$ cat src/rtl/ddr_pkg.sv
// Shared DDR controller types and timing defaults: refresh command codes,
// refresh sequencer states and a counter-width helper.
package ddr_pkg;

    typedef enum logic [1:0] {
        CMD_NOP  = 2'd0,
        CMD_PREA = 2'd1,
        CMD_REF  = 2'd2
    } ref_cmd_e;

    typedef enum logic [2:0] {
        IDLE,
        DRAIN,
        PRE_REQ,
        PRE_WAIT,
        REF_REQ,
        RFC_WAIT,
        CLEAR
    } ref_state_e;

    // Timing defaults in controller clock cycles.
    localparam int T_RP_DEF   = 15;
    localparam int T_RFC_DEF  = 350;
    localparam int T_REFI_DEF = 7800;

    // Bits needed to hold the larger of two cycle counts without wrapping.
    function automatic int cnt_width(input int a, input int b);
        int m;
        m = (a > b) ? a : b;
        return (m < 1) ? 1 : $clog2(m + 1);
    endfunction

endpackage

$ cat src/rtl/ctrl_refresh_sched_if.sv
// Refresh-path command request towards the command arbiter (valid/grant).
interface ctrl_refresh_sched_if;
    import ddr_pkg::*;

    logic     ref_cmd_valid;
    ref_cmd_e ref_cmd;
    logic     cmd_grant;

    modport master (output ref_cmd_valid, output ref_cmd, input cmd_grant);
    modport slave  (input ref_cmd_valid, input ref_cmd, output cmd_grant);

endinterface

$ cat src/rtl/ctrl_refresh_timer.sv
// Loadable saturating down-counter shared by the tRP and tRFC waits.
module ctrl_refresh_timer #(
    parameter int W = 9
) (
    input  logic         CK_t,
    input  logic         rst,
    input  logic         load,
    input  logic [W-1:0] load_val,
    output logic         zero,
    output logic         last
);

    logic [W-1:0] cnt;

    // Load wins over counting; stop at zero instead of wrapping.
    always_ff @(posedge CK_t or posedge rst) begin
        if (rst)
            cnt <= '0;
        else if (load)
            cnt <= load_val;
        else if (cnt != '0)
            cnt <= cnt - 1'b1;
    end

    assign zero = (cnt == '0);
    assign last = (cnt <= W'(1));

endmodule

$ cat src/rtl/ctrl_refresh_sched.sv
// All-bank refresh sequencer: drain traffic, PREA if any bank is open,
// REF, wait tRFC, then pulse clear_refresh to restart the interval counter.
module ctrl_refresh_sched
    import ddr_pkg::*;
#(
    parameter int NUM_BANKS = 16,
    parameter int T_RP      = T_RP_DEF,
    parameter int T_RFC     = T_RFC_DEF,
    parameter int MAX_DRAIN = 64
) (
    input  logic                 CK_t,
    input  logic                 rst,
    input  logic                 refresh_almost,
    input  logic                 refresh_rdy,
    input  logic                 txn_busy,
    input  logic [NUM_BANKS-1:0] bank_open,
    ctrl_refresh_sched_if.master cmd_bus,
    output logic                 refresh_hold,
    output logic                 refresh_active,
    output logic                 clear_refresh,
    output logic                 drain_timeout
);

    localparam int CNT_W = cnt_width((T_RFC > T_RP) ? T_RFC : T_RP, MAX_DRAIN);

    ref_state_e       state, state_nxt;
    logic [CNT_W-1:0] drain_cnt;
    logic             just_cleared;
    logic             tmr_load;
    logic [CNT_W-1:0] tmr_val;
    logic             tmr_zero;
    logic             tmr_last;

    ctrl_refresh_timer #(.W(CNT_W)) u_timer (
        .CK_t     (CK_t),
        .rst      (rst),
        .load     (tmr_load),
        .load_val (tmr_val),
        .zero     (tmr_zero),
        .last     (tmr_last)
    );

    // State register; reset drops straight back to IDLE without a clear pulse.
    always_ff @(posedge CK_t or posedge rst) begin
        if (rst)
            state <= IDLE;
        else
            state <= state_nxt;
    end

    // Cycles spent in DRAIN, restarted on every entry, saturating.
    always_ff @(posedge CK_t or posedge rst) begin
        if (rst)
            drain_cnt <= '0;
        else if (state != DRAIN)
            drain_cnt <= '0;
        else if (drain_cnt != CNT_W'(MAX_DRAIN))
            drain_cnt <= drain_cnt + 1'b1;
    end

    // Sticky flag once DRAIN has lasted MAX_DRAIN cycles; only reset clears it.
    always_ff @(posedge CK_t or posedge rst) begin
        if (rst)
            drain_timeout <= 1'b0;
        else if (state == DRAIN && drain_cnt == CNT_W'(MAX_DRAIN - 1))
            drain_timeout <= 1'b1;
    end

    // Marks the cycle after CLEAR, while the refresh counter is still
    // dropping its almost/rdy flags, so IDLE does not retrigger on them.
    always_ff @(posedge CK_t or posedge rst) begin
        if (rst)
            just_cleared <= 1'b0;
        else
            just_cleared <= (state == CLEAR);
    end

    // Next state, timer loads and state-decoded outputs.
    always_comb begin
        state_nxt              = state;
        tmr_load               = 1'b0;
        tmr_val                = '0;
        cmd_bus.ref_cmd_valid  = 1'b0;
        cmd_bus.ref_cmd        = CMD_NOP;
        refresh_hold           = (state != IDLE);
        refresh_active         = 1'b0;
        clear_refresh          = 1'b0;
        case (state)
            IDLE: begin
                if (!just_cleared && (refresh_almost || refresh_rdy))
                    state_nxt = DRAIN;
            end
            DRAIN: begin
                // bank_open only matters here; hold already blocks activates.
                if (refresh_rdy && !txn_busy)
                    state_nxt = (|bank_open) ? PRE_REQ : REF_REQ;
            end
            PRE_REQ: begin
                refresh_active        = 1'b1;
                cmd_bus.ref_cmd_valid = 1'b1;
                cmd_bus.ref_cmd       = CMD_PREA;
                if (cmd_bus.cmd_grant) begin
                    state_nxt = PRE_WAIT;
                    tmr_load  = 1'b1;
                    tmr_val   = CNT_W'(T_RP - 1);
                end
            end
            PRE_WAIT: begin
                // Leave one count early so REF is requested exactly T_RP
                // cycles after the PREA grant cycle.
                refresh_active = 1'b1;
                if (tmr_last)
                    state_nxt = REF_REQ;
            end
            REF_REQ: begin
                refresh_active        = 1'b1;
                cmd_bus.ref_cmd_valid = 1'b1;
                cmd_bus.ref_cmd       = CMD_REF;
                if (cmd_bus.cmd_grant) begin
                    state_nxt = RFC_WAIT;
                    tmr_load  = 1'b1;
                    tmr_val   = CNT_W'(T_RFC - 1);
                end
            end
            RFC_WAIT: begin
                // Full T_RFC wait cycles before CLEAR.
                refresh_active = 1'b1;
                if (tmr_zero)
                    state_nxt = CLEAR;
            end
            CLEAR: begin
                clear_refresh = 1'b1;
                state_nxt     = IDLE;
            end
            default: state_nxt = IDLE;
        endcase
    end

endmodule
$ cat src/flat_wrapper.sv
// flat-port wrapper written by rule: the top's interface ports become plain ports
module ctrl_refresh_sched_flat import ddr_pkg::*;
#(
    parameter int NUM_BANKS = 16,
    parameter int T_RP      = T_RP_DEF,
    parameter int T_RFC     = T_RFC_DEF,
    parameter int MAX_DRAIN = 64
)
  (CK_t, rst, refresh_almost, refresh_rdy, txn_busy, bank_open, refresh_hold, refresh_active, clear_refresh, drain_timeout, cmd_bus_ref_cmd_valid, cmd_bus_ref_cmd, cmd_bus_cmd_grant);
  ctrl_refresh_sched_if cmd_bus_i ();
  input  logic CK_t;
  input  logic rst;
  input  logic refresh_almost;
  input  logic refresh_rdy;
  input  logic txn_busy;
  input  logic [NUM_BANKS-1:0] bank_open;
  output logic refresh_hold;
  output logic refresh_active;
  output logic clear_refresh;
  output logic drain_timeout;
  output wire logic [$bits(cmd_bus_i.ref_cmd_valid)-1:0] cmd_bus_ref_cmd_valid;
  output wire logic [$bits(cmd_bus_i.ref_cmd)-1:0] cmd_bus_ref_cmd;
  input wire logic [$bits(cmd_bus_i.cmd_grant)-1:0] cmd_bus_cmd_grant;
  assign cmd_bus_ref_cmd_valid = cmd_bus_i.ref_cmd_valid;
  assign cmd_bus_ref_cmd = cmd_bus_i.ref_cmd;
  assign cmd_bus_i.cmd_grant = cmd_bus_cmd_grant;
  ctrl_refresh_sched #(.NUM_BANKS(NUM_BANKS), .T_RP(T_RP), .T_RFC(T_RFC), .MAX_DRAIN(MAX_DRAIN)) u_core (.CK_t(CK_t), .rst(rst), .refresh_almost(refresh_almost), .refresh_rdy(refresh_rdy), .txn_busy(txn_busy), .bank_open(bank_open), .cmd_bus(cmd_bus_i), .refresh_hold(refresh_hold), .refresh_active(refresh_active), .clear_refresh(clear_refresh), .drain_timeout(drain_timeout));
endmodule
$ cat config.mk
export PLATFORM = sky130hd
export DESIGN_NAME = ctrl_refresh_sched_flat
export DESIGN_NICKNAME = d
export VERILOG_FILES = /design/src/rtl/ddr_pkg.sv /design/src/rtl/ctrl_refresh_sched_if.sv /design/src/rtl/ctrl_refresh_timer.sv /design/src/rtl/ctrl_refresh_sched.sv /design/src/flat_wrapper.sv
export SDC_FILE = /design/constraint.sdc
export NUM_CORES = 1
export LEC_CHECK = 0
export ABC_AREA = 1
export BUFFER_PORTS_ARGS = -buffer_cell sky130_fd_sc_hd__buf_2
export CORE_MARGIN = 2
export CORE_UTILIZATION = 59
export CTS_BUF_LIST = sky130_fd_sc_hd__clkbuf_16
export DETAILED_ROUTE_END_ITERATION = 8
export PLACE_DENSITY = 0.82
export SYNTH_ARGS = -nofsm -noshare
export SYNTH_HDL_FRONTEND = slang
export SYNTH_SLANG_ARGS = --single-unit
$ cat constraint.sdc
create_clock -name CK_t -period 3.63 [get_ports CK_t]
set_input_delay 0.1815 -clock CK_t [delete_from_list [all_inputs] [get_ports CK_t]]
set_output_delay 0.1815 -clock CK_t [all_outputs]
set_load 0.02 [all_outputs]
=== After elaboration in Yosys (flattened, before gate mapping) ===
Index checks and enable logic that the tools add are counted.

* Bits in latches: 0
* Logic and storage cells: 60
* Register bits: 23
* Memories kept: 0
* Output and inout bits: 7
* Memory bits (writable): 0
* Bits of input ports: 22
* ROM bits: 0

* Multiply operators: 0
* Shifts and indexed selects: 0
* Bitwise operators: 0
* Equality and inequality tests: 15
* Reduce and logical (&&, ||, !) cells: 16
* Divide/modulo/power cells: 0
* Mux-type cells: 21
* Magnitude comparators: 1
* Add/subtract/negate cells: 2

{| class="wikitable"
|+ Operator list
! cell !! number
|-
| 9-bit two-way mux || 5
|-
| 3-bit two-way mux || 7
|-
| 3-bit one-hot mux with 6 select lines || 1
|-
| 9-bit one-hot mux with 2 select lines || 1
|-
| 16-bit OR reduction || 1
|-
| 9-bit by 1-bit adder with 9-bit output, second input constant || 1
|-
| 3-bit == test, second input constant || 3
|-
| 9-bit by 6-bit == test with 1-bit output, second input constant || 1
|-
| 9-bit by 1-bit <= comparator with 1-bit output, second input constant || 1
|-
| 9-bit logical NOT || 1
|-
| 9-bit by 7-bit inequality test with 1-bit output, second input constant || 1
|-
| 9-bit nonzero test || 1
|-
| 9-bit by 1-bit subtractor with 9-bit output, second input constant || 1
|-
| 3-bit by 2-bit == test with 1-bit output, second input constant || 2
|-
| 2-bit by 1-bit inequality test with 1-bit output, second input constant || 3
|-
| 2-bit inequality test, second input constant || 3
|-
| 6-bit AND reduction || 1
|-
| 1-bit two-way mux || 5
|-
| 4-bit two-way mux || 1
|-
| 2-bit one-hot mux with 2 select lines || 1
|-
| 2-bit nonzero test || 2
|-
| 4-bit OR reduction || 1
|-
| 3-bit by 1-bit == test with 1-bit output, second input constant || 1
|-
| 1-bit logical AND || 3
|-
| 6 further kinds || 7
|}

=== Logic depth before layout (Yosys ltp) ===
Gate-level depths: netlist of the first run.

* Word-level depth: 4
* Mapped depth: 9
* Depth with buffers taken out: 9

=== By module ===
From an unflattened synthesis of the first run, not the netlist that was laid out.

* Cell total of the unflattened synthesis: 235
* Area, all modules: 1600.3 sq um

{| class="wikitable"
|+ By module, submodules not included
! module !! area an instance (sq um) !! instances !! cells each !! seq. area each (sq um)
|-
| ctrl_refresh_sched || 1007.2 || 1 || 150 || 350.3
|-
| ctrl_refresh_timer || 593.1 || 1 || 85 || 225.2
|}

=== Worst setup path after synthesis of the first run ===
No wires, ideal clock.

* Kind: register -> register
* Start point: register u_core.state[0]
* End point: register u_core.u_timer.cnt[4]
* Arrival time: 1.279 ns
* Path buffers: 0
* Library setup time: 0.124 ns
* Slack: 2.227 ns
* Stages on the path, launching flop included: 9
* Period minus slack after synthesis: 1.403 ns
* Path through: dfrtp_1 -> inv_2 -> nand2_2 -> nor2_2 -> inv_2 -> nand2_4 -> nand2_2 -> o21ai_1 -> a21oi_1

* Cells in the longest elaborated chain, start to end: 4
* Elaborated cells between the ends (all ways): 7
* Those cells by class: eq/ne: 2; mux: 3; reduce/logical: 2

{| class="wikitable"
|+ RTL lines
! what !! RTL line !! source
|-
| from (decl) || ctrl_refresh_sched.sv:26 || <nowiki>ref_state_e state, state_nxt;</nowiki>
|-
| from (signal assigned) || ctrl_refresh_sched.sv:48 || <nowiki>state <= state_nxt;</nowiki>
|-
| 3-bit by 2-bit == test with 1-bit output or 3-bit == test (tied branches) || ctrl_refresh_sched.sv:88 || <nowiki>case (state)</nowiki>
|-
| 2-bit OR reduction (no line) || -- ||
|-
| 1-bit two-way mux || -- ||
|-
| 9-bit two-way mux or 2-bit nonzero test (tied branches) || -- ||
|-
| to (signal assigned) || ctrl_refresh_timer.sv:20 || <nowiki>cnt <= load_val;</nowiki>
|-
| to (signal assigned) || ctrl_refresh_timer.sv:22 || <nowiki>cnt <= cnt - 1'b1;</nowiki>
|-
| to (decl) || ctrl_refresh_timer.sv:13 || <nowiki>logic [W-1:0] cnt;</nowiki>
|}

Several ways; a longest one is shown, not always the timed one.
A chain may end at the register's enable or synchronous reset.

=== Final worst setup path of the first run ===
* Start point: register u_core.state[2]
* End point: output cmd_bus_ref_cmd_valid

* Cells in the longest elaborated chain, start to end: 3
* Elaborated cells between the ends (all ways): 4
* Those cells by class: eq/ne: 2; mux: 1; reduce/logical: 1

{| class="wikitable"
|+ RTL lines
! what !! RTL line !! source
|-
| 3-bit by 2-bit == test with 1-bit output or 3-bit == test (tied branches) || ctrl_refresh_sched.sv:88 ||
|-
| 2-bit OR reduction (no line) (*) || -- ||
|-
| 1-bit two-way mux (*) || ctrl_refresh_sched.sv:88 ||
|-
| to (decl) || flat_wrapper.sv:21 || <nowiki>output wire logic [$bits(cmd_bus_i.ref_cmd_valid)-1:0] cmd_bus_ref_cmd_valid;</nowiki>
|}

Every way passes the cells marked *; elsewhere a longest branch is shown, timed or not.

==> flow_summary.toml, run 1 <==
[yosys]
yosys.cell_types.count = 27
synthesis.area_per_instance_um2 = 7.151
synthAdderAreaFrac = 0.03317
post_synth_and_or_nand_nor_area_fraction = 0.4088
ys_dominant_reg_cell = "sky130_fd_sc_hd__dfrtp_1"
synthArstFlopShare = 1.000
synth-compound-area-share = 0.06716
synth-edff-count = 0
xor_xnor_share_of_the_synthesized_area = 0.01741
syn_area_mm2 = 0.001509
mappedNetlistNets = 237
synth.yosys.warnings = 0
post_synth_mux_area_share = 0
synth_seq_cells = 23
largest_family_of_logic_cells_by_synthesized_area = "simple AND/OR/NAND/NOR gates"
post_synth_inst_count = 211
ys_seq_area_frac = 0.3814

[grt]
antenna_violations_before_repair = 0
grt.overflow.total = 0
first_global_vias = 1274
global_route_wire_length_before_repair_um = 5361
globalRouteTotalUtil = 0.2452
maximum_number_of_pins_on_one_net_before_global_route_repair = 24

[timing]
max_freq_mhz = 596.4
setup-violations-final = 0
clock_skew_ns = 0.004535
rsz0062_at_grt = "no"
final_min_period_over_clock_period = 0.4619
timing.final.hold_violations = 0
timing_max_transition_violations_final = 0
tightest_pin_transition_ns = 0.8496
fin_crit_ns = 1.677
layout_setup_ws_ns = 1.953
setup_tns_ns = 0
slew_headroom = 0.4330

[clock_network]
clock_latency_ns = 0.25
cts_tree = "done"
postCtsSetupBuffers = 0
cts_sinks = 23
clk_path_buf_depth = 2
cts_inserted_buffers = 3
clock_tree.root_cell = "sky130_fd_sc_hd__clkbuf_16"
htree_levels = 1
cts_hold_repair_buffers = 0
cts.repair.resized = 0
clock_input_transition_at_the_sequential_cells_of_the_worst_setup_and_hold_paths_ns = 0.06

[die]
num_rows = 18
floorplan.core_area_mm2 = 0.002455
initial_utilization = 0.6147
die_span_y_um = 54.57
dieArea_mm2 = 0.002978
fp.dieW_um = 54.57
ios = 29

[layout]
layout-drive-gt1-share = 0.2490
area_growth_syn_to_layout_pct = 16.09
nNetsFinal = 268
final_core_util = 0.7136
antenna_cells_inserted = 0
multiInputGateArea_um2 = 794.5
seqCellArea_um2 = 575.6
num-fill-cells = 203

[route]
drtPass1Iterations = 8
postRouteAntennaNets = 0
dr.first_iter.drc_count = 29
drcViolationCount = 0
vias_per_cell = 5.255
wl_um = 3093
wl_per_cell_um = 11.41
dr_total_vias = 1424

[placement]
numPortBuffers = 28
place_congestion = 0.9288
pre_cts_slack_ns = 2.080
place_hpwl_um = 2358

[critical_path]
worst_ep_required_time_ns = 3.45
timing_worst_setup_path_type = "flip-flop to primary output"
cp_max_fo = 11
cp_data_arrival_time_ns = 1.50
r2r_setup_slack_ns = 2.05
start_kind = "flip-flop"
cp-end-kind = "primary output"

[pwr]
power.static_leakage_nw = 0.9311
p_per_area_mw_per_mm2 = 716.7
ir_worst_vdd_mv = 0.6821

[run]
maxCapViolCount = 0

[worst_hold_path]
timing.hold.worst.class = "primary input to async pin"

[status]
status = "finished, final reports clean"
[logic make-up after synthesis]
kind of cell	after synthesis
buffers and inverters	35
adder cells (fa/ha/maj)	4
XOR/XNOR	3
AND/OR/NAND/NOR	130
AO/OA/AOI/OAI	16
flip-flops	23
[cells in the final DEF (no fill, tap or decap), types with 6 or more instances in the layout]
master and count:
sky130_fd_sc_hd__a21oi_1 8, sky130_fd_sc_hd__buf_2 28, sky130_fd_sc_hd__dfrtp_1 23, sky130_fd_sc_hd__inv_1 27
sky130_fd_sc_hd__inv_2 6, sky130_fd_sc_hd__nand2_1 49, sky130_fd_sc_hd__nand3_1 21, sky130_fd_sc_hd__nor2_1 29
sky130_fd_sc_hd__nor2_2 10
[critical path, cell delays in order (launching register included)]
cell and delay [ns]:
sky130_fd_sc_hd__dfrtp_1 0.58, sky130_fd_sc_hd__inv_1 0.17, sky130_fd_sc_hd__nor2_2 0.20, sky130_fd_sc_hd__inv_2 0.06, sky130_fd_sc_hd__nand2_4 0.08, sky130_fd_sc_hd__buf_2 0.16
[layout make-up]
| type | count | area share |
|---|---|---|
| Clock inverter | 1 | 0.002857 |
| Multi-Input combinational cell | 153 | 0.4536 |
| Clock buffer | 3 | 0.04286 |
| Inverter | 33 | 0.07071 |
| Sequential cell | 23 | 0.3286 |
| Tap cell | 30 | 0.02143 |
| Timing Repair Buffer | 28 | 0.08000 |
[sequential cells by signal, summed over array words and instances, names as in the netlist]
register,flops
u_core.state,3
u_core.just_cleared,1
u_core.drain_cnt,9
u_core.u_timer.cnt,9
u_core.drain_timeout,1
[metal layers]
layer,part of all wire,global-route usage
met5,0,0
met4,0.0074,0.05417
met3,0.039,0.05191
met2,0.49,0.4137
met1,0.46,0.3224
[cell usage after synthesis (2+ instances only)]
| cell type | count | area, um^2 |
|---|---|---|
| sky130_fd_sc_hd__nor3_1 | 2 | 10.01 |
| sky130_fd_sc_hd__inv_1 | 27 | 101.4 |
| sky130_fd_sc_hd__a21oi_1 | 8 | 40.04 |
| sky130_fd_sc_hd__inv_2 | 6 | 22.52 |
| sky130_fd_sc_hd__nand3_1 | 21 | 105.1 |
| sky130_fd_sc_hd__nor2_2 | 10 | 62.56 |
| sky130_fd_sc_hd__nor2_1 | 29 | 108.9 |
| sky130_fd_sc_hd__xor2_1 | 3 | 26.28 |
| sky130_fd_sc_hd__nand2_1 | 49 | 183.9 |
| sky130_fd_sc_hd__nand2_2 | 5 | 31.28 |
| sky130_fd_sc_hd__ha_1 | 4 | 50.05 |
| sky130_fd_sc_hd__nand4_1 | 5 | 31.28 |
| sky130_fd_sc_hd__o21ai_0 | 2 | 10.01 |
| sky130_fd_sc_hd__o21bai_1 | 2 | 15.01 |
| sky130_fd_sc_hd__dfrtp_1 | 23 | 575.6 |
| sky130_fd_sc_hd__buf_4 | 2 | 15.01 |
| sky130_fd_sc_hd__nand3b_1 | 3 | 22.52 |
[power breakdown]
| group | total (mW) | internal (mW) | switching (mW) |
|---|---|---|---|
| logic | 0.606 | 0.214 | 0.392 |
| clock network | 0.237 | 0.148 | 0.0885 |
| registers | 0.413 | 0.333 | 0.0801 |
| total | 1.26 | 0.695 | 0.560 |
[worst paths after layout]
| kind | from | to | cells past startpoint |
|---|---|---|---|
| setup / recovery | u_core.state[2] | cmd_bus_ref_cmd_valid | 5 |
| hold / removal | rst | u_core.drain_cnt[1] | 2 |
| setup reg to reg | u_core.u_timer.cnt[0] | u_core.state[1] | 9 |
| hold reg to reg | u_core.drain_timeout | u_core.drain_timeout | 1 |
| max in group asynchronous | rst | u_core.u_timer.cnt[6] | 2 |
| min in group CK_t | cmd_bus_cmd_grant | u_core.u_timer.cnt[7] | 3 |
[through the flow]
step                instances  instance area (um^2)  hold WS, ns  total power, mW
floorplan                 211                  1509       0.1834           0.8877
global placement          267                  1672       0.4006            1.004
detailed placement        267                  1672       0.4024            1.013
CTS                       271                  1752       0.1319            1.256
global route              271                  1752       0.1955            1.359
finish                    271                  1752      0.09386            1.256
Note: power is estimated with default switching activity, not from simulation.
==> run 2: changes to the inputs <==
- CORE_UTILIZATION: 59 -> 55
- PLACE_DENSITY: 0.82 -> 0.77
- clock period: 3.63 -> 1.55 ns (I/O delays scaled with it)
==> run 2 against run 1 <==
Effect of this change:
- worst hold slack better by 0.12 ns
- largest power group unchanged
- cell count is 2.6% higher
- sequential power is 130% higher
- sequential share of layout area is 1.4 points lower
- critical path depth is 4 higher
- final area is 5.2% higher
- count of clock-buffer cells in the layout stayed put
- via count is 0.28% higher
- total power is 150% higher
- clock skew is 0.0012 ns higher
- flip-flop and latch count stayed put
==> flow_summary.toml, run 2 (synthesis gave the netlist of run 1 again) <==
[pwr]
sequentialPowerShare = 0.308
power.share.clock = 0.176
netSwitchingFraction = 0.4462
power.switching_mw = 1.389
internal_power_mw = 1.724
share_comb_of_total_power = 0.516
power.static_leakage_nw = 0.9707
p_per_area_mw_per_mm2 = 1689
ir_worst_vdd_mv = 1.360

[layout]
area_growth_syn_to_layout_pct = 22.14
layout.cells.most_common_list = "sky130_fd_sc_hd__nand2_1 (49), sky130_fd_sc_hd__nor2_1 (29), sky130_fd_sc_hd__buf_2 (28), sky130_fd_sc_hd__inv_1 (27)"
nNetsFinal = 275
instances_no_fill = 278
num-fill-cells = 199
layout_top_registers = "u_core.drain_cnt x9, u_core.u_timer.cnt x9, u_core.state x3"
antenna_cells_inserted = 0
final_core_util = 0.7242
layout-drive-gt1-share = 0.2863
final_common_cell = "sky130_fd_sc_hd__nand2_1"

[timing]
timing.final.hold_violations = 0
setup_tns_ns = 0
layout_setup_ws_ns = 0.07653
fin_worst_hold_slack_ns = 0.2157
final_min_period_over_clock_period = 0.9506
max_freq_mhz = 678.7
timing_max_transition_violations_final = 0
setup-violations-final = 0
fin_crit_ns = 1.473
slew_headroom = 0.7864
tightest_pin_transition_ns = 0.3179
clock_skew_ns = 0.005743

[grt]
globalRouteMet3Util = 0.02765
globalRouteMet2Util = 0.3681
first_global_vias = 1356
globalRouteTotalUtil = 0.2144
global_route_wire_length_before_repair_um = 5520
maximum_number_of_pins_on_one_net_before_global_route_repair = 24
antenna_violations_before_repair = 0
grt_busiest_layer = "met2"
grt_util_met1 = 0.2824
grt.overflow.total = 0

[route]
drcViolationCount = 0
dr_total_vias = 1428
wl_per_cell_um = 11.30
postRouteAntennaNets = 0
wl_um = 3142
dr.first_iter.drc_count = 59
vias_per_cell = 5.137
drtPass1Iterations = 4

[die]
num_rows = 18
fp.dieW_um = 56.38
floorplan.core_area_mm2 = 0.002545
die_span_y_um = 56.38
initial_utilization = 0.5929
dieArea_mm2 = 0.003179
ios = 29

[placement]
place_congestion = 0.8345
placedCellCount = 270
numPortBuffers = 28
pre_cts_slack_ns = 0.02914
place_hpwl_um = 2309

[clock_network]
cts_inserted_buffers = 3
htree_levels = 1
clk_path_buf_depth = 2
cts_tree = "done"
clock_input_transition_at_the_sequential_cells_of_the_worst_setup_and_hold_paths_ns = 0.06
clock_tree.root_cell = "sky130_fd_sc_hd__clkbuf_16"
clock_latency_ns = 0.25
cts_sinks = 23

[critical_path]
r2r_setup_slack_ns = 0.08
worst_r2r_endpoint = "u_core.state[0]"
timing_worst_setup_path_type = "flip-flop to flip-flop"
start_kind = "flip-flop"
cp_max_fo = 7
ff2ff_path_depth = 9
worst_ep_required_time_ns = 1.70
crit-reg2reg-launch = "u_core.u_timer.cnt[1]"
cp-end-kind = "flip-flop"
cp_data_arrival_time_ns = 1.62

[status]
status = "finished, final reports clean"

[worst_hold_path]
timing.hold.worst.class = "primary input to flip-flop"
timing.hold.worst_path_depth = 3
min_from = "cmd_bus_cmd_grant"
end_point_of_the_most_critical_hold_path = "u_core.u_timer.cnt[7]"

[run]
maxCapViolCount = 0
-- run 2: timing repair --
item | CTS | global route
endpoints found under the hold margin | 23 | 0
setup buffers | 0 | 3
resized for setup | 0 | 10
hold buffers | 1 | 0
endpoints found under the setup margin | 0 | 11
-- run 2: worst max-delay path by stage --
stage,from,endpoint,slack (ns),cells past startpoint
floorplan,u_core.state[0],u_core.u_timer.cnt[4],0.15,8
global placement,u_core.u_timer.cnt[0],u_core.state[1],0.08,9
detailed placement,u_core.u_timer.cnt[0],u_core.state[0],0.03,9
CTS,u_core.u_timer.cnt[0],u_core.state[2],0.02,9
global route,u_core.u_timer.cnt[1],u_core.state[0],-0.008,9
finish,u_core.u_timer.cnt[1],u_core.state[0],0.08,9
-- run 2: stage by stage --
stage / cell area [um^2] / power, mW
final: 1843 / 3.112
after global routing: 1843 / 3.375
after CTS: 1783 / 2.967
after detailed placement: 1694 / 2.403
after global placement: 1694 / 2.387
after floorplan: 1509 / 2.079
-- run 2: cell type report --
class	instances	area (um^2)	area share
clock buffer	3	75.07	0.04073
clock inverter	1	3.754	0.002037
inverter	33	123.9	0.06721
multi-input combinational	153	828.3	0.4494
sequential	23	579.3	0.3143
tap	30	37.54	0.02037
timing repair buffer	35	195.2	0.1059
-- run 2: critical path, cell delays in order, from the launching register on --
cell	delay, ns
sky130_fd_sc_hd__dfrtp_1	0.37
sky130_fd_sc_hd__inv_1	0.16
sky130_fd_sc_hd__ha_4	0.18
sky130_fd_sc_hd__nand2_2	0.07
sky130_fd_sc_hd__nor2_4	0.16
sky130_fd_sc_hd__nand2_4	0.11
sky130_fd_sc_hd__nand2_1	0.11
sky130_fd_sc_hd__nand3_2	0.09
sky130_fd_sc_hd__nand2_1	0.07
sky130_fd_sc_hd__nand2_1	0.05
-- run 2: routing by layer --
metal	vias up	part of all wire
met2	35	0.48
met4	0	0.011
met3	5	0.040
met1	650	0.47
li1	738	-
met5	-	0
-- run 2: power groups by stage --
stage | Sequential, mW | Clock, mW | Combinational (mW)
final | 0.959 | 0.548 | 1.60
after CTS | 0.946 | 0.559 | 1.46
after global placement | 0.955 | 0 | 1.43
after floorplan | 0.908 | 0 | 1.17
after detailed placement | 0.951 | 0 | 1.45
after global routing | 0.981 | 0.586 | 1.81
==> run 3: changes to the inputs <==
- ABC_AREA: 1 -> default
- CORE_UTILIZATION: 55 -> 53
- GPL_ROUTABILITY_DRIVEN: default -> 0
- PLACE_DENSITY: 0.77 -> 0.76
==> run 3 against run 2 <==
Effect of this change:
- the flow now finishes with violations (negative setup slack)
- count of clock-buffer cells in the layout is the same
- clock power grew 3%
- core utilization up 5.1 points
- register-to-register slack lost 0.22 ns
- final area is 4.2% higher
- clock skew decreased by 0.0039 ns
- total power grew 2.6%
==> flow_summary.toml, run 3 <==
[yosys]
synth_seq_cells = 23
post-synth-top-area-cell = "sky130_fd_sc_hd__dfrtp_1"
syn_area_mm2 = 0.001374
synthArstFlopShare = 1.000
ys_dominant_reg_cell = "sky130_fd_sc_hd__dfrtp_1"
synth.yosys.warnings = 0
synth-edff-count = 0
ys_seq_area_frac = 0.4189
synthTopCellsByCount = "sky130_fd_sc_hd__dfrtp_1 (23), sky130_fd_sc_hd__nor2_1 (12), sky130_fd_sc_hd__inv_1 (9), sky130_fd_sc_hd__nand2_1 (9)"
synthMostInstantiatedCell = "sky130_fd_sc_hd__dfrtp_1"
yosys.cell_types.count = 44
mappedNetlistNets = 172
synthesis.area_per_instance_um2 = 9.410
leading_post_synthesis_cells_by_cell_area = "sky130_fd_sc_hd__dfrtp_1 (42%), sky130_fd_sc_hd__ha_1 (3.6%), sky130_fd_sc_hd__nor2_1 (3.3%)"
yosys.area.top_type_share = 0.4189
post_synth_inst_count = 146

[timing]
layout_setup_ws_ns = -0.1445
final_min_period_over_clock_period = 1.093
setup-violations-final = 4
max_freq_mhz = 590.1
fin_crit_ns = 1.695
rsz0062_at_grt = "yes"
slew_headroom = 0.7371
timing.final.hold_violations = 0
tightest_pin_transition_ns = 0.3907
clock_skew_ns = 0.001843
timing_max_transition_violations_final = 0

[placement]
numPortBuffers = 28
placed_cell_area_mm2 = 0.001717
pre_cts_slack_ns = -0.1212
place_hpwl_um = 2659
placedCellCount = 218

[clock_network]
htree_levels = 1
cts_inserted_buffers = 3
cts_tree = "done"
clock_latency_ns = 0.26
cts_sinks = 23
clk_path_buf_depth = 2
clock_input_transition_at_the_sequential_cells_of_the_worst_setup_and_hold_paths_ns = 0.06
clock_tree.root_cell = "sky130_fd_sc_hd__clkbuf_16"

[critical_path]
crit_path_cell_trace = "inv_2 > ha_4 > or3b_4 > o31a_1 > o21ai_1 > a22oi_1"
worst_path_max_delay_cell = "sky130_fd_sc_hd__dfrtp_1"
cp_data_arrival_time_ns = 1.82
cp_slowest_stage_delay_ns = 0.42
critical_path.startpoint = "u_core.u_timer.cnt[1]"
cp-end-kind = "flip-flop"
timing_worst_setup_path_type = "flip-flop to flip-flop"
worst_ep_required_time_ns = 1.68
start_kind = "flip-flop"
cp_max_fo = 4
crit-reg2reg-launch = "u_core.u_timer.cnt[1]"
timing.critical_path.buf_inv = 1
critical_path.top_delay_family = "compound AO/OA/AOI/OAI gates"

[status]
failed_checks = "negative setup slack"
status = "finished with violations"

[layout]
final_core_util = 0.7753
layout-drive-gt1-share = 0.3980
nNetsFinal = 228
final_common_cell = "sky130_fd_sc_hd__buf_2"
layout_top_registers = "u_core.drain_cnt x9, u_core.u_timer.cnt x9, u_core.state x3"
instances_no_fill = 231
finish.instance_area_mm2 = 0.001921
area_growth_syn_to_layout_pct = 39.80
layout.cells.most_common_list = "sky130_fd_sc_hd__buf_2 (28), sky130_fd_sc_hd__buf_4 (27), sky130_fd_sc_hd__dfrtp_1 (21), sky130_fd_sc_hd__nor2_1 (12), sky130_fd_sc_hd__nand2_1 (9)"
antenna_cells_inserted = 0

[grt]
global_route_wire_length_before_repair_um = 5692
antenna_violations_before_repair = 0
maximum_number_of_pins_on_one_net_before_global_route_repair = 24
globalRouteMet2Util = 0.4940
grt_util_met1 = 0.3046
globalRouteMet3Util = 0.04570
globalRouteTotalUtil = 0.2650
grt_busiest_layer = "met2"
grt.overflow.total = 0
first_global_vias = 1329

[die]
initial_utilization = 0.5545
num_rows = 18
die_span_y_um = 54.91
ios = 29
dieArea_mm2 = 0.003015
floorplan.core_area_mm2 = 0.002477
fp.dieW_um = 54.91

[pwr]
internal_power_mw = 1.957
power.total_mw = 3.192
ir_worst_vdd_mv = 1.424
share_comb_of_total_power = 0.521
power.static_leakage_nw = 0.9052
netSwitchingFraction = 0.3868
p_per_area_mw_per_mm2 = 1662
sequentialPowerShare = 0.301
power.share.clock = 0.177
power.switching_mw = 1.235

[worst_hold_path]
timing.hold.worst.class = "primary input to flip-flop"
min_from = "cmd_bus_cmd_grant"

[run]
maxCapViolCount = 0

[route]
wl_um = 3807
drcViolationCount = 0
dr.first_iter.drc_count = 47
vias_per_cell = 5.961
dr_total_vias = 1377
wl_per_cell_um = 16.48
drtPass1Iterations = 4
postRouteAntennaNets = 0
run 3: area by class of cell:
type	count	area (um^2)
Clock inverter	1	5.005
Multi-Input combinational cell	109	838.3
Clock buffer	3	75.07
Fill cell	173	556.8
Sequential cell	23	578.1
Timing Repair Buffer	56	352.8
Tap cell	30	37.54
Inverter	9	33.78
run 3: power groups by stage:
stage | Combinational, mW | Clock (mW) | Sequential, mW
floorplan | 0.819 | 0 | 0.958
global placement | 1.28 | 0 | 0.949
detailed placement | 1.33 | 0 | 0.962
CTS | 1.43 | 0.573 | 0.951
global route | 1.80 | 0.594 | 0.979
finish | 1.66 | 0.566 | 0.962
run 3: worst paths after layout:
check / depth (start not counted) / slack (ns) / endpoint
setup / recovery: 6 / -0.14 / u_core.u_timer.cnt[6]
hold / removal: 2 / 0.07 / u_core.u_timer.cnt[5]
setup reg to reg: 6 / -0.14 / u_core.u_timer.cnt[6]
hold reg to reg: 1 / 0.45 / u_core.drain_timeout
max in group asynchronous: 4 / 0.89 / u_core.state[0]
min in group asynchronous: 4 / 0.41 / u_core.drain_timeout
run 3: cell families after synthesis:
logic type | Yosys count | share of synthesized area
buf+inv | 14 | 0.04007
simple gates | 64 | 0.2751
compound gates | 30 | 0.1576
flops | 23 | 0.4189
fa+ha+maj | 4 | 0.03643
xor+xnor | 9 | 0.05737
mux | 2 | 0.01457
run 3: metal layers:
metal | routed length [um] | up-vias
met2 | 2023 | 55
met5 | 0 | -
met1 | 1517 | 671
li1 | - | 639
met4 | 104 | 0
met3 | 161 | 12
run 3: stage by stage:
step / setup TNS (ns) / hold WS (ns)
after detailed placement: -0.2833 / 0.1347
after global routing: -0.9517 / 0.07447
after floorplan: -0.006844 / 0.07942
final: -0.3525 / 0.06712
after CTS: -0.1096 / 0.05654
after global placement: -0.01857 / 0.1282
run 3: timing repair:
action,CTS,global route
endpoints found under the hold margin,23,0
buffers inserted,3,5
hold buffers,1,0
resized for setup,5,9
setup endpoints to repair,7,12
pin swaps,1,8
